File: src/rtl/ofm_read_data_pkg.sv
// Shared state encoding and helpers for the psum read-side drain.
// Imported by the controller and its read-port/stream interface users.
package ofm_read_data_pkg;

  localparam logic [1:0] ST_IDLE  = 2'd0;
  localparam logic [1:0] ST_READ  = 2'd1;
  localparam logic [1:0] ST_DRAIN = 2'd2;
  localparam logic [1:0] ST_DONE  = 2'd3;

  localparam int unsigned OFM_SIZE_DEF = 7;

  function automatic int unsigned n_pix(
    input int unsigned ofm_size
  );
    return ofm_size * ofm_size;
  endfunction

  // High when ReLU must force the word to zero
  function automatic logic relu_zero(
    input logic en,
    input logic sign
  );
    return en & sign;
  endfunction

endpackage

File: src/rtl/ofm_read_data_if.sv
// Psum buffer read port plus the output word stream.
// master = drain controller, slave = buffer/packer side.
interface ofm_read_data_if #(
  parameter int DATA_WIDTH = 16,
  parameter int ADDR_WIDTH = 6
);

  logic                  rd_en;
  logic [ADDR_WIDTH-1:0] rd_addr;
  logic [DATA_WIDTH-1:0] rd_data;

  logic [DATA_WIDTH-1:0] out_data;
  logic                  out_valid;
  logic                  out_ready;
  logic                  out_last;

  modport master (
    output rd_en,
    output rd_addr,
    input  rd_data,
    output out_data,
    output out_valid,
    input  out_ready,
    output out_last
  );

  modport slave (
    input  rd_en,
    input  rd_addr,
    output rd_data,
    input  out_data,
    input  out_valid,
    output out_ready,
    input  out_last
  );

endinterface

File: src/rtl/ofm_read_data_psum_skid_fifo.sv
// Two-entry register FIFO between psum read data and the stream.
// Head word is registered so out_data is stable while stalled.
module psum_skid_fifo #(
  parameter int WIDTH = 16
) (
  input  logic             clk2,
  input  logic             rst,
  input  logic             push,
  input  logic [WIDTH-1:0] din,
  input  logic             pop,
  output logic [WIDTH-1:0] dout,
  output logic             valid,
  output logic [1:0]       count
);

  logic [WIDTH-1:0] s0_q, s0_d;
  logic [WIDTH-1:0] s1_q, s1_d;
  logic [1:0]       cnt_q, cnt_d;

  always_comb begin
    s0_d  = s0_q;
    s1_d  = s1_q;
    cnt_d = cnt_q;
    unique case ({push, pop})
      2'b10: begin
        if (cnt_q == 2'd0) begin
          s0_d = din;
        end else begin
          s1_d = din;
        end
        cnt_d = cnt_q + 2'd1;
      end
      2'b01: begin
        // Head keeps its value when emptying
        if (cnt_q == 2'd2) begin
          s0_d = s1_q;
        end
        cnt_d = cnt_q - 2'd1;
      end
      2'b11: begin
        if (cnt_q == 2'd2) begin
          s0_d = s1_q;
          s1_d = din;
        end else begin
          s0_d = din;
        end
      end
      default: begin
      end
    endcase
  end

  always_ff @(posedge clk2) begin
    if (rst) begin
      s0_q  <= '0;
      s1_q  <= '0;
      cnt_q <= 2'd0;
    end else begin
      s0_q  <= s0_d;
      s1_q  <= s1_d;
      cnt_q <= cnt_d;
    end
  end

  assign dout  = s0_q;
  assign valid = (cnt_q != 2'd0);
  assign count = cnt_q;

endmodule

File: src/rtl/ofm_read_data.sv
// Drains a finished OFM from the psum buffer in raster order,
// applies optional ReLU and streams words over valid/ready.
module ofm_read_data
  import ofm_read_data_pkg::*;
#(
  parameter int unsigned DATA_WIDTH = 16,
  parameter int unsigned OFM_SIZE   = OFM_SIZE_DEF,
  parameter int unsigned ADDR_WIDTH = 6
) (
  input  logic clk2,
  input  logic rst,
  input  logic start_read,
  input  logic relu_en,
  output logic busy,
  output logic done,
  ofm_read_data_if.master bus
);

  localparam int unsigned N_PIX = n_pix(OFM_SIZE);
  localparam logic [ADDR_WIDTH-1:0] LAST_IDX =
    ADDR_WIDTH'(N_PIX - 1);

  logic [1:0]            state_q, state_d;
  logic [ADDR_WIDTH-1:0] addr_q, addr_d;
  logic [ADDR_WIDTH-1:0] ocnt_q, ocnt_d;
  logic                  relu_q, relu_d;
  logic                  inflight_q, inflight_d;

  logic [DATA_WIDTH-1:0] fifo_dout;
  logic [DATA_WIDTH-1:0] push_data;
  logic                  fifo_valid;
  logic [1:0]            fifo_cnt;
  logic                  pop;
  logic                  issue;
  logic [2:0]            occ;

  assign pop = fifo_valid & bus.out_ready;

  // Occupancy after this cycle's pop, counting the read in flight
  assign occ = 3'(fifo_cnt) + 3'(inflight_q) - 3'(pop);

  assign issue = (state_q == ST_READ) && (occ < 3'd2);

  assign push_data =
    relu_zero(relu_q, bus.rd_data[DATA_WIDTH-1]) ?
    '0 : bus.rd_data;

  psum_skid_fifo #(
    .WIDTH(DATA_WIDTH)
  ) u_fifo (
    .clk2  (clk2),
    .rst   (rst),
    .push  (inflight_q),
    .din   (push_data),
    .pop   (pop),
    .dout  (fifo_dout),
    .valid (fifo_valid),
    .count (fifo_cnt)
  );

  always_comb begin
    state_d    = state_q;
    addr_d     = addr_q;
    ocnt_d     = ocnt_q;
    relu_d     = relu_q;
    inflight_d = issue;
    if (pop) begin
      ocnt_d = ocnt_q + ADDR_WIDTH'(1);
    end
    case (state_q)
      ST_IDLE: begin
        if (start_read) begin
          state_d = ST_READ;
          relu_d  = relu_en;
          addr_d  = '0;
          ocnt_d  = '0;
        end
      end
      ST_READ: begin
        if (issue) begin
          if (addr_q == LAST_IDX) begin
            state_d = ST_DRAIN;
          end else begin
            addr_d = addr_q + ADDR_WIDTH'(1);
          end
        end
      end
      ST_DRAIN: begin
        if (pop && bus.out_last) begin
          state_d = ST_DONE;
        end
      end
      ST_DONE: begin
        state_d = ST_IDLE;
      end
      default: begin
        state_d = ST_IDLE;
      end
    endcase
  end

  always_ff @(posedge clk2) begin
    if (rst) begin
      state_q    <= ST_IDLE;
      addr_q     <= '0;
      ocnt_q     <= '0;
      relu_q     <= 1'b0;
      inflight_q <= 1'b0;
    end else begin
      state_q    <= state_d;
      addr_q     <= addr_d;
      ocnt_q     <= ocnt_d;
      relu_q     <= relu_d;
      inflight_q <= inflight_d;
    end
  end

  assign bus.rd_en     = issue;
  assign bus.rd_addr   = addr_q;
  assign bus.out_data  = fifo_dout;
  assign bus.out_valid = fifo_valid;
  assign bus.out_last  = fifo_valid && (ocnt_q == LAST_IDX);

  assign busy = (state_q == ST_READ) || (state_q == ST_DRAIN);
  assign done = (state_q == ST_DONE);

endmodule

File: src/flat_wrapper.sv
// flat-port wrapper written by rule: the top's interface ports become plain ports
module ofm_read_data_flat import ofm_read_data_pkg::*;
#(
  parameter int unsigned DATA_WIDTH = 16,
  parameter int unsigned OFM_SIZE   = OFM_SIZE_DEF,
  parameter int unsigned ADDR_WIDTH = 6
)
  (clk2, rst, start_read, relu_en, busy, done, bus_rd_en, bus_rd_addr, bus_rd_data, bus_out_data, bus_out_valid, bus_out_ready, bus_out_last);
  ofm_read_data_if #(.DATA_WIDTH(DATA_WIDTH), .ADDR_WIDTH(ADDR_WIDTH)) bus_i ();
  input  logic clk2;
  input  logic rst;
  input  logic start_read;
  input  logic relu_en;
  output logic busy;
  output logic done;
  output wire logic [$bits(bus_i.rd_en)-1:0] bus_rd_en;
  output wire logic [$bits(bus_i.rd_addr)-1:0] bus_rd_addr;
  input wire logic [$bits(bus_i.rd_data)-1:0] bus_rd_data;
  output wire logic [$bits(bus_i.out_data)-1:0] bus_out_data;
  output wire logic [$bits(bus_i.out_valid)-1:0] bus_out_valid;
  input wire logic [$bits(bus_i.out_ready)-1:0] bus_out_ready;
  output wire logic [$bits(bus_i.out_last)-1:0] bus_out_last;
  assign bus_rd_en = bus_i.rd_en;
  assign bus_rd_addr = bus_i.rd_addr;
  assign bus_i.rd_data = bus_rd_data;
  assign bus_out_data = bus_i.out_data;
  assign bus_out_valid = bus_i.out_valid;
  assign bus_i.out_ready = bus_out_ready;
  assign bus_out_last = bus_i.out_last;
  ofm_read_data #(.DATA_WIDTH(DATA_WIDTH), .OFM_SIZE(OFM_SIZE), .ADDR_WIDTH(ADDR_WIDTH)) u_core (.clk2(clk2), .rst(rst), .start_read(start_read), .relu_en(relu_en), .busy(busy), .done(done), .bus(bus_i));
endmodule
File: config.mk
export PLATFORM = sky130hd
export DESIGN_NAME = ofm_read_data_flat
export DESIGN_NICKNAME = d
export VERILOG_FILES = /design/src/rtl/ofm_read_data_pkg.sv /design/src/rtl/ofm_read_data_if.sv /design/src/rtl/ofm_read_data_psum_skid_fifo.sv /design/src/rtl/ofm_read_data.sv /design/src/flat_wrapper.sv
export SDC_FILE = /design/constraint.sdc
export NUM_CORES = 1
export LEC_CHECK = 0
export ABC_AREA = 1
export ABC_CLOCK_PERIOD_IN_PS = 3500
export CORE_MARGIN = 5
export CORE_UTILIZATION = 53
export DETAILED_ROUTE_END_ITERATION = 10
export PLACE_DENSITY_LB_ADDON = 0.3
export SLEW_MARGIN = 20
export SYNTH_ARGS = -nofsm -noshare
export SYNTH_HDL_FRONTEND = slang
export SYNTH_SLANG_ARGS = --single-unit
File: constraint.sdc
create_clock -name clk2 -period 3.5 [get_ports clk2]
set_input_delay 0.875 -clock clk2 [delete_from_list [all_inputs] [get_ports clk2]]
set_output_delay 0.875 -clock clk2 [all_outputs]
set_load 0.01 [all_outputs]
Word level (Yosys, flattened, before mapping). Index checks and enable logic that the tools add are counted.

Multiplexer cells: 21. Shift-type cells: 0. Eq/ne operators: 18. Multipliers: 0. $add $sub $neg: 6. Divide/modulo/power cells: 0. Bitwise operators: 2. Order comparisons: 1. Reductions and logical operators: 16.

Operators with widths (number): $mux W16 (6); $pmux W16 S3 (1); $mux W6 (6); $pmux W16 S2 (1); $ne A2 B2 Y1 const B (7); $add A6 B1 Y6 const B (2); $eq A6 B6 Y1 const B (2); $pmux W6 S2 (1); $eq A2 B2 Y1 const B (5); $mux W2 (4); $pmux W2 S4 (1); $reduce_and A4 Y1 (2); $reduce_bool A2 Y1 (4); $reduce_and A3 Y1 (2); $eq A2 B1 Y1 const B (2); $logic_not A2 Y1 (2); $ne A2 B1 Y1 const B (2); $pmux W2 S2 (1); $add A2 B1 Y3 (1); $logic_and A1 B1 Y1 (3); $lt A3 B2 Y1 const B (1); $reduce_bool A3 Y1 (1); $sub A3 B1 Y3 (1); $add A2 B1 Y2 const B (1); 4 further kinds (5).

Register bits: 50. Latch bits: 0. Input bits: 21. Output and inout bits: 27. Word-level logic and storage cells: 72. Memories: 0. Bits in writable memories: 0. Memory bits (read-only): 0.

Longest topological paths before layout.
Depth after elaboration: 7. Mapped depth: 15. Mapped depth without buffers: 15.

Modules after synthesis. Synthesis repeated with hierarchy kept, for this count alone.

Cells, all modules: 438. Area total of the unflattened synthesis: 2851.5 um2.

By module, submodules not included: psum_skid_fifo (cells an instance 256, seq. area each 680.7 um2, times used 1, area each 1696.6 um2); ofm_read_data (cells an instance 182, seq. area each 320.3 um2, times used 1, area each 1154.9 um2).

Least setup slack after synthesis. OpenSTA, ideal clock, no wires.

Path type: input -> output. From: input bus_out_ready. To: output bus_rd_en. Stages on the path: 6. Required time: 2.625 ns. Arrival time: 2.242 ns. Path slack: 0.383 ns. Buffers on the path: 0. Cell sequence: nand2_1 -> ha_1 -> nand2_1 -> fa_1 -> nand3_1 -> nor2_1.

Cells in the longest elaborated chain, start to end: 4.

Ends and longest elaborated chain: from (decl) (RTL line flat_wrapper.sv:21) `input wire logic [$bits(bus_i.out_ready)-1:0] bus_out_ready;`; $and A1 B1 Y1 (RTL line ofm_read_data.sv:37) `assign pop = fifo_valid & bus.out_ready;`; $sub A3 B1 Y3 (RTL line ofm_read_data.sv:40) `assign occ = 3'(fifo_cnt) + 3'(inflight_q) - 3'(pop);`; $lt A3 B2 Y1 (RTL line ofm_read_data.sv:42) `assign issue = (state_q == ST_READ) && (occ < 3'd2);`; $logic_and A1 B1 Y1 (RTL line ofm_read_data.sv:42); to (decl) (RTL line flat_wrapper.sv:16) `output wire logic [$bits(bus_i.rd_en)-1:0] bus_rd_en;`.

Every way passes these cells.

Final worst setup path. Same ends and word-level chain as after synthesis.

==> results.ini <==
[run_status]
outcome = finished clean

[setup_path]
path_max_fanout = 2
rr_worst_depth = 14
slowest_stage = fa_1
crit_cells = 8
critPathTopFamily = adder cells
startpoint_type = primary input
worst-path-buf-inv = 2
end_kind = output port
cp_data_required_time_ns = 2.62
critical_path_class = primary input to output port
cp_slowest_stage_delay_ns = 0.56
cp.arrival_ns = 2.30
path_cells = dlymetal6s2s_1 > nand2_2 > ha_4 > nand2_2 > fa_1 > nand3_2 > nor2_2 > buf_2
crit_top_cell = nand2_2

[logic_synthesis]
ys.warnings.count = 0
synthCells = 379
syn_nets = 412
synth-seq-cells = 50
syn_area_per_cell_sq_um = 7.270
synthesis.area_sq_mm = 0.002755
yosysSeqAreaShare_pct = 36.33
yosysUniqueCellTypes = 28

[detailed_routing]
routed_wl_mm = 5.709
route.antenna.remaining_nets = 0
remaining_drc_errors = 0
firstDrtPassIters = 4
drt_iter0_drc = 97
wire_per_inst_microns = 11.46
via_per_inst = 4.924
num_vias = 2452

[layout]
mostFrequentLayoutCells = nor2_1 (78), inv_1 (59), nand2_1 (51)
fillers = 458
instances_no_fill = 498
antennaDiodeCount = 0
fin_nets = 460
drive_above_1_share_pct = 13.55
layout_commonest_cell = nor2_1
area_growth_pct = 24.39

[clock_tree]
cts.root.buffer_cell = clkbuf_8
clock_tree.buffer_depth = 2
hold_buffers = 0
cts.clk_slew.worst_paths_ns = 0.09
cts_made_buffers = 5
clock_latency_ns = 0.31
cts_tree = built
cts_num_sinks = 50
cts_max_level = 2

[sta]
rsz0062_at_grt = false
slew_viol_final = 0
fin_skew_ns = 0.009912
period_minus_slack_ns = 3.173
setup_tns_ns = 0
finalSetupViolations = 0
period_share_pct = 90.67
max_freq_ghz = 0.3151
hold_viol_final = 0
worst_pin_slew_ns = 0.7500
slew_headroom_pct = 49.81
worst_slack_ns = 0.3266

[floorplanning]
start_util_pct = 54.29
die_w_microns = 82.10
die_h_microns = 82.10
fp.dieArea_sq_mm = 0.006740
pin_count = 48
rows = 26
fp.coreArea_sq_mm = 0.005075

[global_route]
gr-total-overflow = 0
grt_pass1_vias = 2239
grt_pass1_wl_mm = 9.715
grt_max_degree = 33
track_usage_pct = 18.13
antenna_found_initial = 0

[flow_run]
drv_cap = 0

[placed_design]
dp.cells = 490
place_ws_ns = -0.3856
io_buffers = 47
gp_congestion = 0.8609
dp_hpwl_mm = 4.081

[power]
ir_worst_vdd_uv = 441.2
p_per_area_mw_per_mm2 = 747.2
cellLeakagePower_uw = 0.001421

[worst_hold_path]
hp-class = flip-flop to flip-flop
min_path_cells = 2

-- Yosys cell counts --
library cell,number,area [sq um]
a211oi_2,9,112.6
a21oi_1,31,155.2
a31oi_4,1,21.27
and3b_1,1,8.760
buf_1,1,3.750
buf_2,4,20.02
buf_4,1,7.510
buf_6,6,67.56
clkbuf_1,2,7.510
dfxtp_1,50,1001
fa_1,1,20.02
ha_1,11,137.6
inv_1,59,221.5
inv_2,1,3.750
nand2_1,53,198.9
nand2_2,2,12.51
nand2_4,3,33.78
nand3_1,9,45.04
nand4_1,3,18.77
nor2_1,79,296.5
nor2_2,1,6.260
nor2_4,1,11.26
nor3_1,3,15.01
nor3_2,15,150.1
o21ai_0,18,90.09
o21ai_1,11,55.05
o21ai_2,2,17.52
o21ai_4,1,16.27
-- logic make-up (layout without fill, tap and decap cells) --
logic type,after synthesis,after routing,share of synthesized area (%)
flip-flops,50,50,36.33
AO/OA/AOI/OAI,73,73,16.98
buffers and inverters,74,123,12.03
AND/OR/NAND/NOR,170,170,28.93
adder cells (fa/ha/maj),12,12,5.722
-- layout make-up --
cell class / count / area, sq um / share of cell area (%)
Inverter: 60 / 225.2 / 6.572
Clock buffer: 5 / 68.82 / 2.008
Timing Repair Buffer: 55 / 528.0 / 15.41
Clock inverter: 3 / 68.82 / 2.008
Multi-Input combinational cell: 255 / 1448 / 42.24
Sequential cell: 50 / 1001 / 29.21
Tap cell: 70 / 87.58 / 2.556
-- power breakdown --
group,switching (uW),internal [uW]
Clock,196,286
Combinational,714,566
Sequential,84.7,714
Total,994,1570
-- sequential cells by signal, indices dropped and copies added, names as in the netlist --
| signal | count |
|---|---|
| u_core.u_fifo.dout | 16 |
| u_core.u_fifo.s1_q | 16 |
| u_core.ocnt_q | 6 |
| u_core.u_fifo.count | 2 |
| u_core.state_q | 2 |
| u_core.inflight_q | 1 |
| u_core.bus.rd_addr | 6 |
| u_core.relu_q | 1 |
-- worst reg2reg max path, cell delays in order (launching register included) --
cell,delay [ns]
dfxtp_1,0.41
inv_1,0.13
nand2_4,0.12
nand2_2,0.08
ha_4,0.27
nand2_2,0.07
fa_1,0.56
nand3_2,0.09
buf_4,0.15
nand2_1,0.07
nand3_1,0.17
nor2_1,0.20
nand2_1,0.08
nand2_1,0.06
nor2_1,0.04
-- through the flow --
stage	instance area, sq um	util (%)	hold WS [ns]	total power [uW]
6_report	3427	67.53	0.4554	2561
5_1_grt	3427	67.53	0.4877	2773
4_1_cts	3400	66.99	0.4570	2549
3_5_place_dp	3267	64.37	0.4435	2069
3_3_place_gp	3267	64.37	0.4360	2035
2_1_floorplan	2755	-	0.4246	1651
-- routing by layer --
| metal | vias to the layer above | GRT usage, % | part of all wire (%) |
|---|---|---|---|
| met4 | 0 | 3.987 | 0.86 |
| met1 | 1115 | 22.51 | 47 |
| met2 | 41 | 31.91 | 48 |
| met3 | 6 | 4.121 | 4.3 |
| met5 | - | 0 | 0 |
| li1 | 1290 | - | - |
-- repair_timing --
item | CTS | global route
buffers inserted | 0 | 0
hold endpoints to repair | 0 | 0
endpoints found under the setup margin | 1 | 1
pin swaps | 0 | 2
gates resized for setup | 4 | 6
-- path summary, 6_finish.rpt --
path	endpoint	start	slack [ns]
max	bus_rd_en	bus_out_ready	0.33
min	u_core.u_fifo.s1_q[8]$_SDFFE_PP0P_	u_core.u_fifo.s1_q[8]$_SDFFE_PP0P_	0.46
max reg2reg	u_core.bus.rd_addr[4]$_SDFFE_PP0P_	u_core.u_fifo.count[1]$_SDFFE_PP0N_	0.91
min reg2reg	u_core.u_fifo.s1_q[8]$_SDFFE_PP0P_	u_core.u_fifo.s1_q[8]$_SDFFE_PP0P_	0.46
No activity file was read; power rests on OpenSTA's default activity.
